`src/rtl/box_overlay_gen_pkg.sv`:
```
// Shared colour constants, palette, per-box state record and step selection
// for the box overlay generator.
package video_pkg;

    // Width of stored box coordinates; must match the generator's CNT_W.
    localparam int POS_W = 12;

    localparam logic [23:0] C_BLACK  = 24'h000000;
    localparam logic [23:0] C_RED    = 24'hFF0000;
    localparam logic [23:0] C_ORANGE = 24'hFF8000;
    localparam logic [23:0] C_YELLOW = 24'hFFFF00;
    localparam logic [23:0] C_GREEN  = 24'h00FF00;
    localparam logic [23:0] C_BLUE   = 24'h0000FF;
    localparam logic [23:0] C_INDIGO = 24'h4B0082;
    localparam logic [23:0] C_VIOLET = 24'hEE82EE;
    localparam logic [23:0] C_WHITE  = 24'hFFFFFF;

    // Ascending range so PALETTE[0] is the leftmost (RED) entry.
    localparam logic [0:7][23:0] PALETTE = {
        C_RED, C_ORANGE, C_YELLOW, C_GREEN, C_BLUE, C_INDIGO, C_VIOLET, C_WHITE
    };

    typedef struct packed {
        logic [POS_W-1:0] x;
        logic [POS_W-1:0] y;
        logic             vx_neg;
        logic             vy_neg;
        logic [2:0]       cidx;
    } box_state_t;

    function automatic logic [POS_W-1:0] step_sel(input logic speed,
                                                  input int   slow,
                                                  input int   fast);
        return speed ? POS_W'(fast) : POS_W'(slow);
    endfunction

endpackage

```
`src/rtl/box_overlay_gen_if.sv`:
```
// Video-side bundle of the box overlay generator: timing inputs, box
// controls and the registered RGB / frame_tick outputs.
interface box_overlay_gen_if #(
    parameter int CNT_W   = 12,
    parameter int N_BOXES = 2
);
    logic               video_on;
    logic [CNT_W-1:0]   pixel_cnt;
    logic [CNT_W-1:0]   line_cnt;
    logic               v_sync;
    logic [N_BOXES-1:0] move_en;
    logic [N_BOXES-1:0] dcolor;
    logic [4:0]         move_dir;
    logic               speed;
    logic [7:0]         p_red;
    logic [7:0]         p_green;
    logic [7:0]         p_blue;
    logic               frame_tick;

    modport master (
        output video_on, pixel_cnt, line_cnt, v_sync,
        output move_en, dcolor, move_dir, speed,
        input  p_red, p_green, p_blue, frame_tick
    );

    modport slave (
        input  video_on, pixel_cnt, line_cnt, v_sync,
        input  move_en, dcolor, move_dir, speed,
        output p_red, p_green, p_blue, frame_tick
    );
endinterface

```
`src/rtl/box_overlay_gen_box_engine.sv`:
```
// One overlay box: position/motion with clamp or bounce, colour-advance latch
// and hit test. Build macro BOX_BORDER_EN blackens a 2-pixel rim of the box.
module box_engine
    import video_pkg::*;
#(
    parameter int H_ACTIVE  = 1280,
    parameter int V_ACTIVE  = 720,
    parameter int CNT_W     = 12,
    parameter int BOX_W     = 64,
    parameter int BOX_H     = 64,
    parameter int STEP_SLOW = 1,
    parameter int STEP_FAST = 4,
    parameter int IDX       = 0
) (
    input  logic             clk,
    input  logic             rst_n,
    input  logic             i_frame_tick,
    input  logic             i_move_en,
    input  logic             i_dcolor,
    input  logic [4:0]       i_move_dir,
    input  logic             i_speed,
    input  logic [CNT_W-1:0] i_pixel_cnt,
    input  logic [CNT_W-1:0] i_line_cnt,
    output logic             o_hit,
    output logic [23:0]      o_rgb
);
    // One extra bit so underflow shows up as a negative value.
    localparam int SW = CNT_W + 1;
    localparam logic signed [SW-1:0] X_MAX   = SW'(H_ACTIVE - BOX_W);
    localparam logic signed [SW-1:0] Y_MAX   = SW'(V_ACTIVE - BOX_H);
    localparam logic [POS_W-1:0]     X_MAX_P = POS_W'(H_ACTIVE - BOX_W);
    localparam logic [POS_W-1:0]     Y_MAX_P = POS_W'(V_ACTIVE - BOX_H);

    box_state_t r_state;
    logic       r_dcolor_d;
    logic       r_cpend;

    logic                 w_dcolor_rise;
    logic signed [SW-1:0] w_step;
    logic signed [SW-1:0] w_x;
    logic signed [SW-1:0] w_y;
    logic signed [SW-1:0] w_nx;
    logic signed [SW-1:0] w_ny;
    logic                 w_x_lo;
    logic                 w_x_hi;
    logic                 w_y_lo;
    logic                 w_y_hi;

    assign w_dcolor_rise = i_dcolor & ~r_dcolor_d;

    always_comb begin
        w_step = $signed(SW'(step_sel(i_speed, STEP_SLOW, STEP_FAST)));
        w_x    = $signed(SW'(r_state.x));
        w_y    = $signed(SW'(r_state.y));
        w_nx   = w_x;
        w_ny   = w_y;
        if (i_move_dir[4]) begin
            w_nx = r_state.vx_neg ? (w_x - w_step) : (w_x + w_step);
            w_ny = r_state.vy_neg ? (w_y - w_step) : (w_y + w_step);
        end else begin
            // Opposing direction bits cancel on their axis.
            if (i_move_dir[2] && !i_move_dir[3])
                w_nx = w_x - w_step;
            else if (i_move_dir[3] && !i_move_dir[2])
                w_nx = w_x + w_step;
            if (i_move_dir[0] && !i_move_dir[1])
                w_ny = w_y - w_step;
            else if (i_move_dir[1] && !i_move_dir[0])
                w_ny = w_y + w_step;
        end
        w_x_lo = w_nx[SW-1];
        w_x_hi = !w_nx[SW-1] && (w_nx > X_MAX);
        w_y_lo = w_ny[SW-1];
        w_y_hi = !w_ny[SW-1] && (w_ny > Y_MAX);
    end

    always_ff @(posedge clk or negedge rst_n) begin
        if (!rst_n) begin
            r_state.x      <= POS_W'(64 + 128 * IDX);
            r_state.y      <= POS_W'(64);
            r_state.vx_neg <= 1'b0;
            r_state.vy_neg <= 1'b0;
            r_state.cidx   <= 3'(IDX % 8);
            r_dcolor_d     <= 1'b0;
            r_cpend        <= 1'b0;
        end else begin
            r_dcolor_d <= i_dcolor;
            if (i_frame_tick) begin
                if (r_cpend)
                    r_state.cidx <= r_state.cidx + 3'd1;
                // An edge arriving on the tick itself waits for the next frame.
                r_cpend <= w_dcolor_rise;
                if (i_move_en) begin
                    r_state.x <= w_x_lo ? '0 : (w_x_hi ? X_MAX_P : w_nx[POS_W-1:0]);
                    r_state.y <= w_y_lo ? '0 : (w_y_hi ? Y_MAX_P : w_ny[POS_W-1:0]);
                    if (i_move_dir[4]) begin
                        if (w_x_lo || w_x_hi)
                            r_state.vx_neg <= ~r_state.vx_neg;
                        if (w_y_lo || w_y_hi)
                            r_state.vy_neg <= ~r_state.vy_neg;
                    end
                end
            end else if (w_dcolor_rise) begin
                r_cpend <= 1'b1;
            end
        end
    end

    logic [SW-1:0] w_px;
    logic [SW-1:0] w_ly;
    logic [SW-1:0] w_bx;
    logic [SW-1:0] w_by;

    assign w_px  = SW'(i_pixel_cnt);
    assign w_ly  = SW'(i_line_cnt);
    assign w_bx  = SW'(r_state.x);
    assign w_by  = SW'(r_state.y);
    assign o_hit = (w_px >= w_bx) && (w_px < w_bx + SW'(BOX_W)) &&
                   (w_ly >= w_by) && (w_ly < w_by + SW'(BOX_H));

`ifdef BOX_BORDER_EN
    logic w_border;
    assign w_border = (w_px <  w_bx + SW'(2)) || (w_px >= w_bx + SW'(BOX_W - 2)) ||
                      (w_ly <  w_by + SW'(2)) || (w_ly >= w_by + SW'(BOX_H - 2));
    assign o_rgb    = w_border ? C_BLACK : PALETTE[r_state.cidx];
`else
    assign o_rgb    = PALETTE[r_state.cidx];
`endif

endmodule

```
`src/rtl/box_overlay_gen.sv`:
```
// Colour-bar background with N_BOXES moving, colour-cycling boxes on top.
// Optional build macro BOX_BORDER_EN draws a black rim on the winning box.
module box_overlay_gen
    import video_pkg::*;
#(
    parameter int H_ACTIVE  = 1280,
    parameter int V_ACTIVE  = 720,
    parameter int CNT_W     = 12,
    parameter int BARS      = 16,
    parameter int N_BOXES   = 2,
    parameter int BOX_W     = 64,
    parameter int BOX_H     = 64,
    parameter int STEP_SLOW = 1,
    parameter int STEP_FAST = 4
) (
    input  logic               rfr_clk,
    input  logic               reset_n,
    box_overlay_gen_if.slave   bus
);
    localparam int BAR_W     = H_ACTIVE / BARS;
    localparam int BAR_IDX_W = (BARS > 1) ? $clog2(BARS) : 1;

    logic r_vsync_d;
    logic w_frame_tick;

    always_ff @(posedge rfr_clk or negedge reset_n) begin
        if (!reset_n)
            r_vsync_d <= 1'b0;
        else
            r_vsync_d <= bus.v_sync;
    end

    assign w_frame_tick   = bus.v_sync & ~r_vsync_d;
    assign bus.frame_tick = w_frame_tick;

    // Bar position: down-counter of pixels left in the current bar.
    logic [CNT_W-1:0]     r_bar_rem;
    logic [BAR_IDX_W-1:0] r_bar_idx;
    logic [BAR_IDX_W-1:0] w_bar_idx;
    logic                 w_line_start;

    assign w_line_start = (bus.pixel_cnt == '0);
    assign w_bar_idx    = w_line_start ? '0 : r_bar_idx;

    always_ff @(posedge rfr_clk or negedge reset_n) begin
        if (!reset_n) begin
            r_bar_rem <= CNT_W'(BAR_W - 1);
            r_bar_idx <= '0;
        end else if (w_line_start) begin
            r_bar_rem <= CNT_W'(BAR_W - 2);
            r_bar_idx <= '0;
        end else if (r_bar_rem == '0) begin
            r_bar_rem <= CNT_W'(BAR_W - 1);
            if (r_bar_idx != BAR_IDX_W'(BARS - 1))
                r_bar_idx <= r_bar_idx + 1'b1;
        end else begin
            r_bar_rem <= r_bar_rem - 1'b1;
        end
    end

    logic [N_BOXES-1:0] w_hit;
    logic [23:0]        w_box_rgb [N_BOXES];

    genvar gi;
    generate
        for (gi = 0; gi < N_BOXES; gi++) begin : g_box
            box_engine #(
                .H_ACTIVE  (H_ACTIVE),
                .V_ACTIVE  (V_ACTIVE),
                .CNT_W     (CNT_W),
                .BOX_W     (BOX_W),
                .BOX_H     (BOX_H),
                .STEP_SLOW (STEP_SLOW),
                .STEP_FAST (STEP_FAST),
                .IDX       (gi)
            ) u_box (
                .clk          (rfr_clk),
                .rst_n        (reset_n),
                .i_frame_tick (w_frame_tick),
                .i_move_en    (bus.move_en[gi]),
                .i_dcolor     (bus.dcolor[gi]),
                .i_move_dir   (bus.move_dir),
                .i_speed      (bus.speed),
                .i_pixel_cnt  (bus.pixel_cnt),
                .i_line_cnt   (bus.line_cnt),
                .o_hit        (w_hit[gi]),
                .o_rgb        (w_box_rgb[gi])
            );
        end
    endgenerate

    logic        w_outside;
    logic [23:0] w_sel_rgb;
    logic [23:0] r_rgb;

    assign w_outside = (bus.pixel_cnt >= CNT_W'(H_ACTIVE)) ||
                       (bus.line_cnt  >= CNT_W'(V_ACTIVE));

    // Scan from the top index down so the lowest-index hit box wins.
    always_comb begin
        w_sel_rgb = PALETTE[3'(w_bar_idx)];
        for (int i = N_BOXES - 1; i >= 0; i--) begin
            if (w_hit[i])
                w_sel_rgb = w_box_rgb[i];
        end
        if (w_outside)
            w_sel_rgb = C_BLACK;
    end

    always_ff @(posedge rfr_clk or negedge reset_n) begin
        if (!reset_n)
            r_rgb <= '0;
        else
            r_rgb <= bus.video_on ? w_sel_rgb : '0;
    end

    assign bus.p_red   = r_rgb[23:16];
    assign bus.p_green = r_rgb[15:8];
    assign bus.p_blue  = r_rgb[7:0];

endmodule

```
`src/flat_wrapper.sv`:
```
// flat-port wrapper written by rule: the top's interface ports become plain ports
module box_overlay_gen_flat import video_pkg::*;
#(
    parameter int H_ACTIVE  = 1280,
    parameter int V_ACTIVE  = 720,
    parameter int CNT_W     = 12,
    parameter int BARS      = 16,
    parameter int N_BOXES   = 2,
    parameter int BOX_W     = 64,
    parameter int BOX_H     = 64,
    parameter int STEP_SLOW = 1,
    parameter int STEP_FAST = 4
)
  (rfr_clk, reset_n, bus_video_on, bus_pixel_cnt, bus_line_cnt, bus_v_sync, bus_move_en, bus_dcolor, bus_move_dir, bus_speed, bus_p_red, bus_p_green, bus_p_blue, bus_frame_tick);
  box_overlay_gen_if #(.CNT_W(CNT_W), .N_BOXES(N_BOXES)) bus_i ();
  input  logic rfr_clk;
  input  logic reset_n;
  input wire logic [$bits(bus_i.video_on)-1:0] bus_video_on;
  input wire logic [$bits(bus_i.pixel_cnt)-1:0] bus_pixel_cnt;
  input wire logic [$bits(bus_i.line_cnt)-1:0] bus_line_cnt;
  input wire logic [$bits(bus_i.v_sync)-1:0] bus_v_sync;
  input wire logic [$bits(bus_i.move_en)-1:0] bus_move_en;
  input wire logic [$bits(bus_i.dcolor)-1:0] bus_dcolor;
  input wire logic [$bits(bus_i.move_dir)-1:0] bus_move_dir;
  input wire logic [$bits(bus_i.speed)-1:0] bus_speed;
  output wire logic [$bits(bus_i.p_red)-1:0] bus_p_red;
  output wire logic [$bits(bus_i.p_green)-1:0] bus_p_green;
  output wire logic [$bits(bus_i.p_blue)-1:0] bus_p_blue;
  output wire logic [$bits(bus_i.frame_tick)-1:0] bus_frame_tick;
  assign bus_i.video_on = bus_video_on;
  assign bus_i.pixel_cnt = bus_pixel_cnt;
  assign bus_i.line_cnt = bus_line_cnt;
  assign bus_i.v_sync = bus_v_sync;
  assign bus_i.move_en = bus_move_en;
  assign bus_i.dcolor = bus_dcolor;
  assign bus_i.move_dir = bus_move_dir;
  assign bus_i.speed = bus_speed;
  assign bus_p_red = bus_i.p_red;
  assign bus_p_green = bus_i.p_green;
  assign bus_p_blue = bus_i.p_blue;
  assign bus_frame_tick = bus_i.frame_tick;
  box_overlay_gen #(.H_ACTIVE(H_ACTIVE), .V_ACTIVE(V_ACTIVE), .CNT_W(CNT_W), .BARS(BARS), .N_BOXES(N_BOXES), .BOX_W(BOX_W), .BOX_H(BOX_H), .STEP_SLOW(STEP_SLOW), .STEP_FAST(STEP_FAST)) u_core (.rfr_clk(rfr_clk), .reset_n(reset_n), .bus(bus_i));
endmodule
```
`config.mk`:
```
export PLATFORM = sky130hd
export DESIGN_NAME = box_overlay_gen_flat
export DESIGN_NICKNAME = d
export VERILOG_FILES = /design/src/rtl/box_overlay_gen_pkg.sv /design/src/rtl/box_overlay_gen_if.sv /design/src/rtl/box_overlay_gen_box_engine.sv /design/src/rtl/box_overlay_gen.sv /design/src/flat_wrapper.sv
export SDC_FILE = /design/constraint.sdc
export NUM_CORES = 1
export LEC_CHECK = 0
export BUFFER_PORTS_ARGS = -buffer_cell sky130_fd_sc_hd__buf_2
export CORE_MARGIN = 2
export CORE_UTILIZATION = 29
export DETAILED_ROUTE_END_ITERATION = 12
export PLACE_DENSITY = 0.42
export SYNTH_ARGS = -nofsm -noshare
export SYNTH_HDL_FRONTEND = slang
export SYNTH_SLANG_ARGS = --single-unit
```
`constraint.sdc`:
```
create_clock -name rfr_clk -period 4.1 [get_ports rfr_clk]
set_clock_uncertainty 0.2 [all_clocks]
set_input_delay 0.82 -clock rfr_clk [delete_from_list [all_inputs] [get_ports rfr_clk]]
set_output_delay 0.82 -clock rfr_clk [all_outputs]
set_load 0.1 [all_outputs]
```
======== After elaboration in Yosys (flattened, before gate mapping) ========
Memories as Yosys holds them, arrays and structs flattened.
Index checks and enable logic that the tools add are counted.
storage, ports and cells
  flip-flop bits (word level) ............. 103
  bits in read-only memories .............. 576
  input port bits ......................... 38
  output and inout port bits .............. 25
  memories kept ........................... 3
memories
  name             depth  width  rd ports  clocked after memory_dff  wr ports  line                               source
  (no name shown)  8      24     1         0                         0         box_overlay_gen_box_engine.sv:127  assign o_rgb = PALETTE[r_state.cidx];
  (no name shown)  8      24     1         0                         0         box_overlay_gen.sv:101             w_sel_rgb = PALETTE[3'(w_bar_idx)];
  (no name shown)  8      24     1         0                         0         box_overlay_gen_box_engine.sv:127
operators by class
  add/subtract/negate cells ............... 16
  $lt $le $gt $ge ......................... 17
  equality and inequality tests ........... 1
  muxes and demuxes ....................... 45
  bitwise operators ....................... 13
  reduce and logical (&&, ||, !) cells .... 42
operators with widths
  kind                                                                                   count
  24-bit two-way mux                                                                     10
  13-bit two-way mux                                                                     16
  12-bit two-way mux                                                                     10
  12-bit by 7-bit adder with 13-bit output, second input constant                        4
  12-bit by 13-bit < comparator with 1-bit output                                        4
  12-bit greater-or-equal comparator                                                     4
  12-bit by 12-bit adder with 13-bit output                                              2
  12-bit by 3-bit adder with 13-bit output                                               2
  13-bit by 11-bit greater-than comparator with 1-bit output, second input constant      2
  13-bit by 12-bit greater-than comparator with 1-bit output, second input constant      2
  12-bit by 12-bit subtractor with 13-bit output                                         2
  12-bit by 3-bit subtractor with 13-bit output                                          2
  12-bit logical NOT                                                                     2
  4-bit AND reduction                                                                    4
  1-bit logical AND                                                                      14
  12-bit by 10-bit greater-or-equal comparator with 1-bit output, second input constant  1
  12-bit by 11-bit greater-or-equal comparator with 1-bit output, second input constant  1
  4-bit greater-or-equal comparator, second input constant                               3
  4-bit two-way mux                                                                      3
  3-bit NOT with 4-bit output                                                            3
  12-bit by 1-bit subtractor with 12-bit output, second input constant                   1
  2-bit AND reduction                                                                    5
  1-bit logical NOT                                                                      8
  2-bit nonzero test                                                                     4
  other kinds (8)                                                                        25

======== Longest topological paths before layout ========
Gate-level depths: netlist of the first run.
  depth in word-level cells ............... 10
  mapped depth ............................ 13
  mapped depth without buffers ............ 11

======== Cells and area by module ========
A second synthesis of the first run with hierarchy kept.
unflattened totals
  cells, all modules ...................... 1420
  area, all modules ....................... 11572.3 um^2
modules (own cells, without submodules)
  module                              instances  cells each  area each (um^2)  sequential area each (um^2)
  box_engine (u_core.g_box[0].u_box)  1          641         4922.2            778.2
  box_engine (u_core.g_box[1].u_box)  1          586         4647.0            780.7
  box_overlay_gen                     1          193         2003.2            1032.2

======== Least setup slack after synthesis of the first run ========
No wires, ideal clock.
  kind .................................... input to register
  start point ............................. in bus_speed
  end point ............................... reg u_core.g_box[0].u_box.r_state[20] (netlist name)
  arrival time ............................ 3502 ps
  slack ................................... 332 ps
  stages on the path ...................... 12
  buffers on the path ..................... 2
  cells stage by stage .................... inv_1 > ha_1 > buf_2 > nand3b_1 > a211oi_1 > or4b_1 > a21oi_1 > xnor2_1 > nand2_1 > buf_2 > o41ai_1 > a22o_1
on the way
  longest elaborated chain between the ends .. 9
  elaborated cells between the ends (all ways) .. 12
  classes of those cells .................. 2 x add/sub; 1 x order compare; 7 x mux; 2 x reduce/logical
RTL lines
  element                                                                                                 line                                                                source
  start: declaration                                                                                      flat_wrapper.sv:25                                                  input wire logic [$bits(bus_i.speed)-1:0] bus_speed;
  3-bit two-way mux (*)                                                                                   box_overlay_gen_pkg.sv:34                                           return speed ? POS_W'(fast) : POS_W'(slow);
  12-bit by 3-bit adder with 13-bit output                                                                box_overlay_gen_box_engine.sv:58, box_overlay_gen_box_engine.sv:65
  13-bit two-way mux                                                                                      box_overlay_gen_box_engine.sv:64                                    else if (i_move_dir[3] && !i_move_dir[2])
  13-bit two-way mux                                                                                      box_overlay_gen_box_engine.sv:62                                    if (i_move_dir[2] && !i_move_dir[3])
  13-bit two-way mux (*)                                                                                  box_overlay_gen_box_engine.sv:57                                    if (i_move_dir[4]) begin
  13-bit by 12-bit greater-than comparator with 1-bit output / 1-bit logical NOT (equally long branches)  box_overlay_gen_box_engine.sv:72                                    w_x_hi = !w_nx[SW-1] && (w_nx > X_MAX);
  1-bit logical AND                                                                                       box_overlay_gen_box_engine.sv:72
  12-bit two-way mux                                                                                      box_overlay_gen_box_engine.sv:94                                    r_state.x <= w_x_lo ? '0 : (w_x_hi ? X_MAX_P : w_nx[POS_W-1:0]);
  12-bit two-way mux (*)                                                                                  box_overlay_gen_box_engine.sv:94
  end: declaration                                                                                        box_overlay_gen_box_engine.sv:34                                    box_state_t r_state;
Mark *: on every way between the ends. The rest lies on a longest branch, timed or not.
A chain may end at the register's enable or synchronous reset.

======== Worst setup path after layout of the first run ========
  start point ............................. reg u_core.g_box[1].u_box.r_state[11] (netlist name)
  end point ............................... reg u_core.r_rgb[21]
on the way
  longest elaborated chain between the ends .. 7
  elaborated cells between the ends (all ways) .. 9
  classes of those cells .................. 1 x add/sub; 2 x order compare; 4 x mux; 2 x reduce/logical
RTL lines
  element                                                                                                line                                                                  source
  start: declaration                                                                                     box_overlay_gen_box_engine.sv:34
  12-bit by 7-bit adder with 13-bit output / 12-bit greater-or-equal comparator (equally long branches)  box_overlay_gen_box_engine.sv:119                                     (w_ly >= w_by) && (w_ly < w_by + SW'(BOX_H));
  12-bit by 13-bit < comparator with 1-bit output / 1-bit logical AND (equally long branches)            box_overlay_gen_box_engine.sv:119, box_overlay_gen_box_engine.sv:118
  1-bit logical AND (*)                                                                                  box_overlay_gen_box_engine.sv:119
  24-bit two-way mux (*) (2 in a row)                                                                    box_overlay_gen.sv:103                                                if (w_hit[i])
  24-bit two-way mux (*)                                                                                 box_overlay_gen.sv:106                                                if (w_outside)
  24-bit two-way mux (*)                                                                                 box_overlay_gen.sv:114                                                r_rgb <= bus.video_on ? w_sel_rgb : '0;
  end signal: assignment                                                                                 box_overlay_gen.sv:114
  end: declaration                                                                                       box_overlay_gen.sv:94                                                 logic [23:0] r_rgb;
Marks and branches as above.

==> flow_summary.toml, run 1 <==
[run_status]
outcome = "completed"

[finish]
diodes = 0
syn_to_final_growth_pct = 13.1
fin_util_pct = 33.1
drive_above_1_share_pct = 15.5
fin_nets = 1520

[sta]
finalSetupViolCount = 0
rsz0062_at_grt = "false"
whs_ps = 154
slew_violations = 0
max_slew_margin_pct = 36.7
tightest_slew_ps = 946
hold_violations = 0
fin_ws_ps = 296
fmax_mhz = 263
fin_crit_sh_pct = 92.8
tns_ps = 0
post-route-min-period_ps = 3800

[worst_setup_path]
r2r_cells = 14
timing.rr.end = "u_core.r_rgb[21]"
cp_max_fo = 10
r2r_slack_ps = 300
cp_data_required_time_ps = 4200
path_buf_inv = 4
start_kind = "flop"
crit_chain = "ha_1 > nand2_1 > xnor2_1 > ha_1 > a2111oi_1 > buf_4 > o211ai_1 > buf_4 > a221oi_1 > buf_4 > nand4_1 > buf_4 > or3_1 > a31oi_1"
crit_arrival_ps = 3900
r2r_start = "u_core.g_box[1].u_box.r_state[11]"
crit_slowest_cell = "dfstp_2"
path_common_cell = "buf_4"
startpoint = "u_core.g_box[1].u_box.r_state[11]"
cpPeakStageDelay_ps = 560
critPathKind = "flop to flop"
path_delay_family = "compound AO/OA/AOI/OAI gates"
critPathCaptureType = "flop"

[floorplanning]
die_w_microns = 196
core_area_sq_um = 36300
start_util_pct = 29.3
ioPinCount = 63
die_area_sq_um = 38200
chipHeight_microns = 196
row_count = 70

[logic_synthesis]
ys_warn_count = 0
yosysTopAreaCell = "dfrtp_1"
ys_seq_elements = 89
syn_area_sq_um = 10600
synth_cells = 1295
synth_edf_count = 0
netlist_top_cells_area = "dfrtp_1, ha_1, xnor2_1"
avgSynthCellArea_sq_um = 8.22
ys_seq_area_share_pct = 21.1
synth_cell_types = 102
synth_nets = 1450
synth.most_common_cell = "ha_1"
synthTopCellsByCount = "ha_1, inv_1, nor2_1, dfrtp_1, nand2_1"
async_flop_share_pct = 100
synthFlopType = "dfrtp_1"
synth_top_area_share_pct = 18.3

[clocking]
cts_hold_buf = 0
numCtsBuffers = 9
cts.sinks = 89
clk_pin_slew_ps = 80
clk_path_buf_depth = 2
cts_tree = "built"
ctsHtreeMaxLevel = 3
cts-root-buf = "clkbuf_16"
clk_latency_ps = 380

[routing]
drtAntennaViolNets = 0
avgViaCountPerCell = 5.57
dr.pass1.iters = 5
avgRoutedWirePerCell_microns = 19.8
wl_mm = 36.4
drt_iter0_drc = 823
num_vias = 10245
drc = 0

[job]
cap_viol_max_count = 0

[placement]
portBuffers = 62
dp_hpwl_mm = 28.5
place_ws_ps = 19.7
gp_congestion = 0.893

[grt]
grt_usage_pct = 19.2
grt_pass1_wl_mm = 57.2
gr-total-overflow = 0
grt_max_degree = 66
grt_pass1_vias = 9789
antenna_found_initial = 0

[power]
p_leak_nw = 5.08
p_per_area_nw_per_um2 = 559
ir_worst_vdd_v = 0.000266

[hold_path]
worst_hold_path_type = "primary input to async pin"
==> state kept, by name (all words and copies together) (netlist names) <==
| name | cells |
|---|---|
| u_core.g_box.u_box.r_state | 58 |
| u_core.r_bar_rem | 12 |
| u_core.g_box.u_box.r_dcolor_d | 2 |
| u_core.r_vsync_d | 1 |
| u_core.r_rgb | 10 |
| u_core.r_bar_idx | 4 |
| u_core.g_box.u_box.r_cpend | 2 |
==> layer usage <==
| metal | wire, microns | global-route usage [%] | up-vias |
|---|---|---|---|
| li1 | - | - | 5011 |
| met1 | 17800 | 27.4 | 4925 |
| met2 | 16200 | 30.2 | 269 |
| met3 | 1650 | 2.44 | 40 |
| met4 | 732 | 5.65 | 0 |
| met5 | 0 | 0 | - |
==> kinds of logic after synthesis <==
family	synth area share, %
flip-flops	21.1
multiplexers	2.50
adder cells (fa/ha/maj)	13.8
buffers and inverters	7.26
XOR/XNOR	6.01
AND/OR/NAND/NOR	20.8
AO/OA/AOI/OAI	28.6
==> where the power goes <==
part	switching (mW)	internal (mW)	leakage (nW)	total (mW)
clock network	0.458	0.438	0.151	0.895
logic	2.33	1.73	3.81	4.06
registers	0.596	1.18	1.11	1.78
==> worst register-to-register path: stages, from the launching register on <==
cell and delay [ps]:
dfstp_2 560, ha_1 190, nand2_1 100, xnor2_1 180
ha_1 270, a2111oi_1 490, buf_4 210, o211ai_1 80
buf_4 160, a221oi_1 270, buf_4 180, nand4_1 110
buf_4 230, or3_1 380, a31oi_1 130
==> layout make-up <==
| class | instances | area, sq um |
|---|---|---|
| repair buffers | 143 | 933 |
| flip-flops and latches | 89 | 2240 |
| clock buffers | 9 | 225 |
| fillers | 3863 | 24300 |
| multi-input cells | 1031 | 7630 |
| well taps | 468 | 586 |
| inverters | 91 | 342 |
| clock inverters | 7 | 78.8 |
==> what timing repair did <==
item                                    CTS  global route
endpoints found under the setup margin    0             2
gates resized for setup                   0             1
buffers inserted                          0             0
endpoints found under the hold margin     0             0
==> worst max-delay path by stage <==
stage               slack (ps)  cells after the start                                 to
finish                     300                     14                   u_core.r_rgb[21]
global placement            20                     13   u_core.g_box[0].u_box.r_state[5]
CTS                        220                     14                   u_core.r_rgb[21]
floorplan                  330                     12  u_core.g_box[0].u_box.r_state[20]
detailed placement          20                     13   u_core.g_box[0].u_box.r_state[5]
global route                80                     14                   u_core.r_rgb[21]
==> placed cells by master, fill, tap and decap left out, types with 21 or more instances in the layout <==
| master | instances |
|---|---|
| nor3_1 | 27 |
| nor2_1 | 80 |
| a211oi_1 | 23 |
| mux2i_1 | 21 |
| nand2_1 | 73 |
| inv_1 | 90 |
| nor2b_1 | 26 |
| a31oi_1 | 21 |
| buf_4 | 81 |
| xnor2_1 | 65 |
| ha_1 | 117 |
| nand4_1 | 21 |
| o21a_1 | 23 |
| dfrtp_1 | 78 |
| o211ai_1 | 27 |
| nand3_1 | 36 |
| buf_2 | 61 |
| o21ai_0 | 65 |
| nand2b_1 | 23 |
| a21oi_1 | 53 |
==> metrics by stage <==
step                      std cells  cell area, sq um  power [mW]
after floorplan                1295             10600        4.57
after global placement         1822             11700        5.82
after detailed placement       1822             11700        5.80
after CTS                      1838             12000        6.76
after global routing           1838             12000        7.35
final                          1838             12000        6.73
No activity file was read; power rests on OpenSTA's default activity.
==> run 2: changes to the inputs <==
Settings changed: ABC_AREA set to 1, RECOVER_POWER set to 25.
==> run 2 against run 1 <==
The run now ends with max-capacitance violations, max-slew violations left. Wire length down 13%. Sequential share of layout area rose by 1.6 points. Final cell count is 13% higher. Non-clock buffer count fell by 70. Synthesized cell count increased by 21%. Worst hold slack better by 82 ps. Sequential power is 6% lower. Largest cell class unchanged.
==> flow_summary.toml, run 2 <==
[worst_setup_path]
cp_max_fo = 12
r2r_start = "u_core.g_box[0].u_box.r_state[23]"
cp_data_required_time_ps = 4150
crit_arrival_ps = 3430
start_kind = "flop"
r2r_cells = 16
critPathCaptureType = "flop"
endpoint = "u_core.r_rgb[21]"
r2r_slack_ps = 720
critPathKind = "flop to flop"
timing.rr.end = "u_core.r_rgb[21]"
startpoint = "u_core.g_box[0].u_box.r_state[23]"

[routing]
dr.pass1.iters = 5
drtAntennaViolNets = 0
drc = 0
avgViaCountPerCell = 4.80
drt_iter0_drc = 592
avgRoutedWirePerCell_microns = 15.3
wl_mm = 31.7
num_vias = 9934

[placement]
gp_congestion = 0.843
dp_hpwl_mm = 25.2
portBuffers = 62

[sta]
fin_crit_sh_pct = 82.5
tns_ps = 0
rsz0062_at_grt = "false"
post-route-min-period_ps = 3380
hold_violations = 0
max_slew_margin_pct = -12.7
tightest_slew_ps = 1690
finalSetupViolCount = 0
fmax_mhz = 296
slew_violations = 63

[floorplanning]
chipHeight_microns = 191
start_util_pct = 29.4
ioPinCount = 63
core_area_sq_um = 34500
die_area_sq_um = 36500
die_w_microns = 191
row_count = 68

[finish]
syn_to_final_growth_pct = 9.54
largest_reg_flops = 58
diodes = 0
fin_nets = 1766
final_cell_mix = "nand2_1, inv_1, nand3_1, nor2_1, ha_1"
nFillCells = 3833
drive_above_1_share_pct = 10.8
top_regs = "u_core.g_box.u_box.r_state: 58 flops, u_core.r_bar_rem: 12 flops, u_core.r_rgb: 10 flops"
regMostFlops = "u_core.g_box.u_box.r_state"
fin_util_pct = 32.2
final_common_cell = "nand2_1"

[power]
p_per_area_nw_per_um2 = 588
p_leak_nw = 5.78
ir_worst_vdd_v = 0.000243

[logic_synthesis]
yosysTopAreaCell = "dfrtp_1"
ys_seq_elements = 89
synthTopCellsByCount = "nand2_1, inv_1, nand3_1, nor2_1, ha_1"
netlist_top_cells_area = "dfrtp_1, nand2_1, ha_1"
syn_area_sq_um = 10100
ys_seq_area_share_pct = 22.1
async_flop_share_pct = 100
synth_edf_count = 0
synthFlopType = "dfrtp_1"
synth_nets = 1723
synth_cells = 1568
synth_top_area_share_pct = 19.3
synth_cell_types = 56
avgSynthCellArea_sq_um = 6.46
ys_warn_count = 0
synth.most_common_cell = "nand2_1"

[grt]
gr-total-overflow = 0
grt_pass1_vias = 9528
antenna_found_initial = 0
grt_pass1_wl_mm = 51.7
grt_max_degree = 63
grt_usage_pct = 18.0

[clocking]
cts_setup_buffers = 0
ctsHtreeMaxLevel = 3
cts_tree = "built"
cts.sinks = 89
cts-root-buf = "clkbuf_16"
clk_pin_slew_ps = 70
postCtsResizedCells = 0
cts_hold_buf = 0
numCtsBuffers = 9
clk_latency_ps = 370
clk_path_buf_depth = 2

[run_status]
violations = "max-capacitance violations, max-slew violations"
outcome = "complete, but fails checks"

[job]
cap_viol_max_count = 1

[hold_path]
worst_hold_path_type = "flop to flop"
[run 2: kinds of logic after synthesis]
family	count (synthesis)	synth area share [%]
buffers and inverters	256	10.8
DFF	89	22.1
muxes	1	0.111
and+or+nand+nor	879	39.0
xor gates and xnor gates	33	2.85
adders and majority gates	117	14.4
AOI/OAI and AO/OA	193	10.6
[run 2: cell type report]
class | instances | area [sq um] | share of cell area, %
timing repair buffer | 73 | 385 | 3.47
clock inverter | 7 | 68.8 | 0.620
sequential | 89 | 2240 | 20.2
clock buffer | 9 | 225 | 2.03
inverter | 215 | 815 | 7.34
tap | 455 | 569 | 5.13
multi-input combinational | 1223 | 6800 | 61.2
[run 2: worst min path at each step]
stage          slack [ps]  cells past startpoint                            end                        startpoint
6_report              240                      1  u_core.g_box[0].u_box.r_cpend  u_core.g_box[0].u_box.r_dcolor_d
3_5_place_dp          230                      1  u_core.g_box[0].u_box.r_cpend  u_core.g_box[0].u_box.r_dcolor_d
2_1_floorplan         210                      1  u_core.g_box[0].u_box.r_cpend  u_core.g_box[0].u_box.r_dcolor_d
5_1_grt               260                      1  u_core.g_box[1].u_box.r_cpend  u_core.g_box[1].u_box.r_dcolor_d
3_3_place_gp          230                      1  u_core.g_box[1].u_box.r_cpend  u_core.g_box[1].u_box.r_dcolor_d
4_1_cts               240                      1  u_core.g_box[0].u_box.r_cpend  u_core.g_box[0].u_box.r_dcolor_d
[run 2: stage by stage]
stage               setup WS [ps]  power [mW]  cell area [sq um]  cells  hold WS [ps]
floorplan                     559        4.64              10100   1568           210
finish                        718        6.53              11100   2071           235
detailed placement            362        5.67              10800   2055           230
global route                  361        7.29              11100   2071           260
CTS                           654        6.57              11100   2071           241
global placement              354        5.70              10800   2055           232
[run 2: report_power, final]
part | leakage, nW | total (mW) | switching, mW | internal, mW
Sequential | 1.13 | 1.68 | 0.487 | 1.19
Clock | 0.138 | 0.858 | 0.430 | 0.428
Combinational | 4.51 | 3.99 | 2.59 | 1.40
Total | 5.78 | 6.53 | 3.50 | 3.02
[run 2: routing by layer]
layer / part of all wire, % / track usage (%) / vias to the layer above
met3: 2.6 / 2.04 / 22
met2: 48 / 30.5 / 155
met4: 1.4 / 4.00 / 0
met5: 0 / 0 / -
li1: - / - / 5189
met1: 48 / 24.5 / 4568
[run 2: worst max-delay path: stages, from the launching register on]
cell	delay (ps)
dfstp_2	650
ha_1	210
nand2_1	70
nor2_1	120
xor2_1	150
inv_1	90
ha_1	290
a21oi_1	140
o21ai_1	100
a21oi_1	130
o21ai_1	90
nor2_1	110
buf_4	150
nand3_2	240
buf_4	270
a21oi_1	170
nor2_1	80
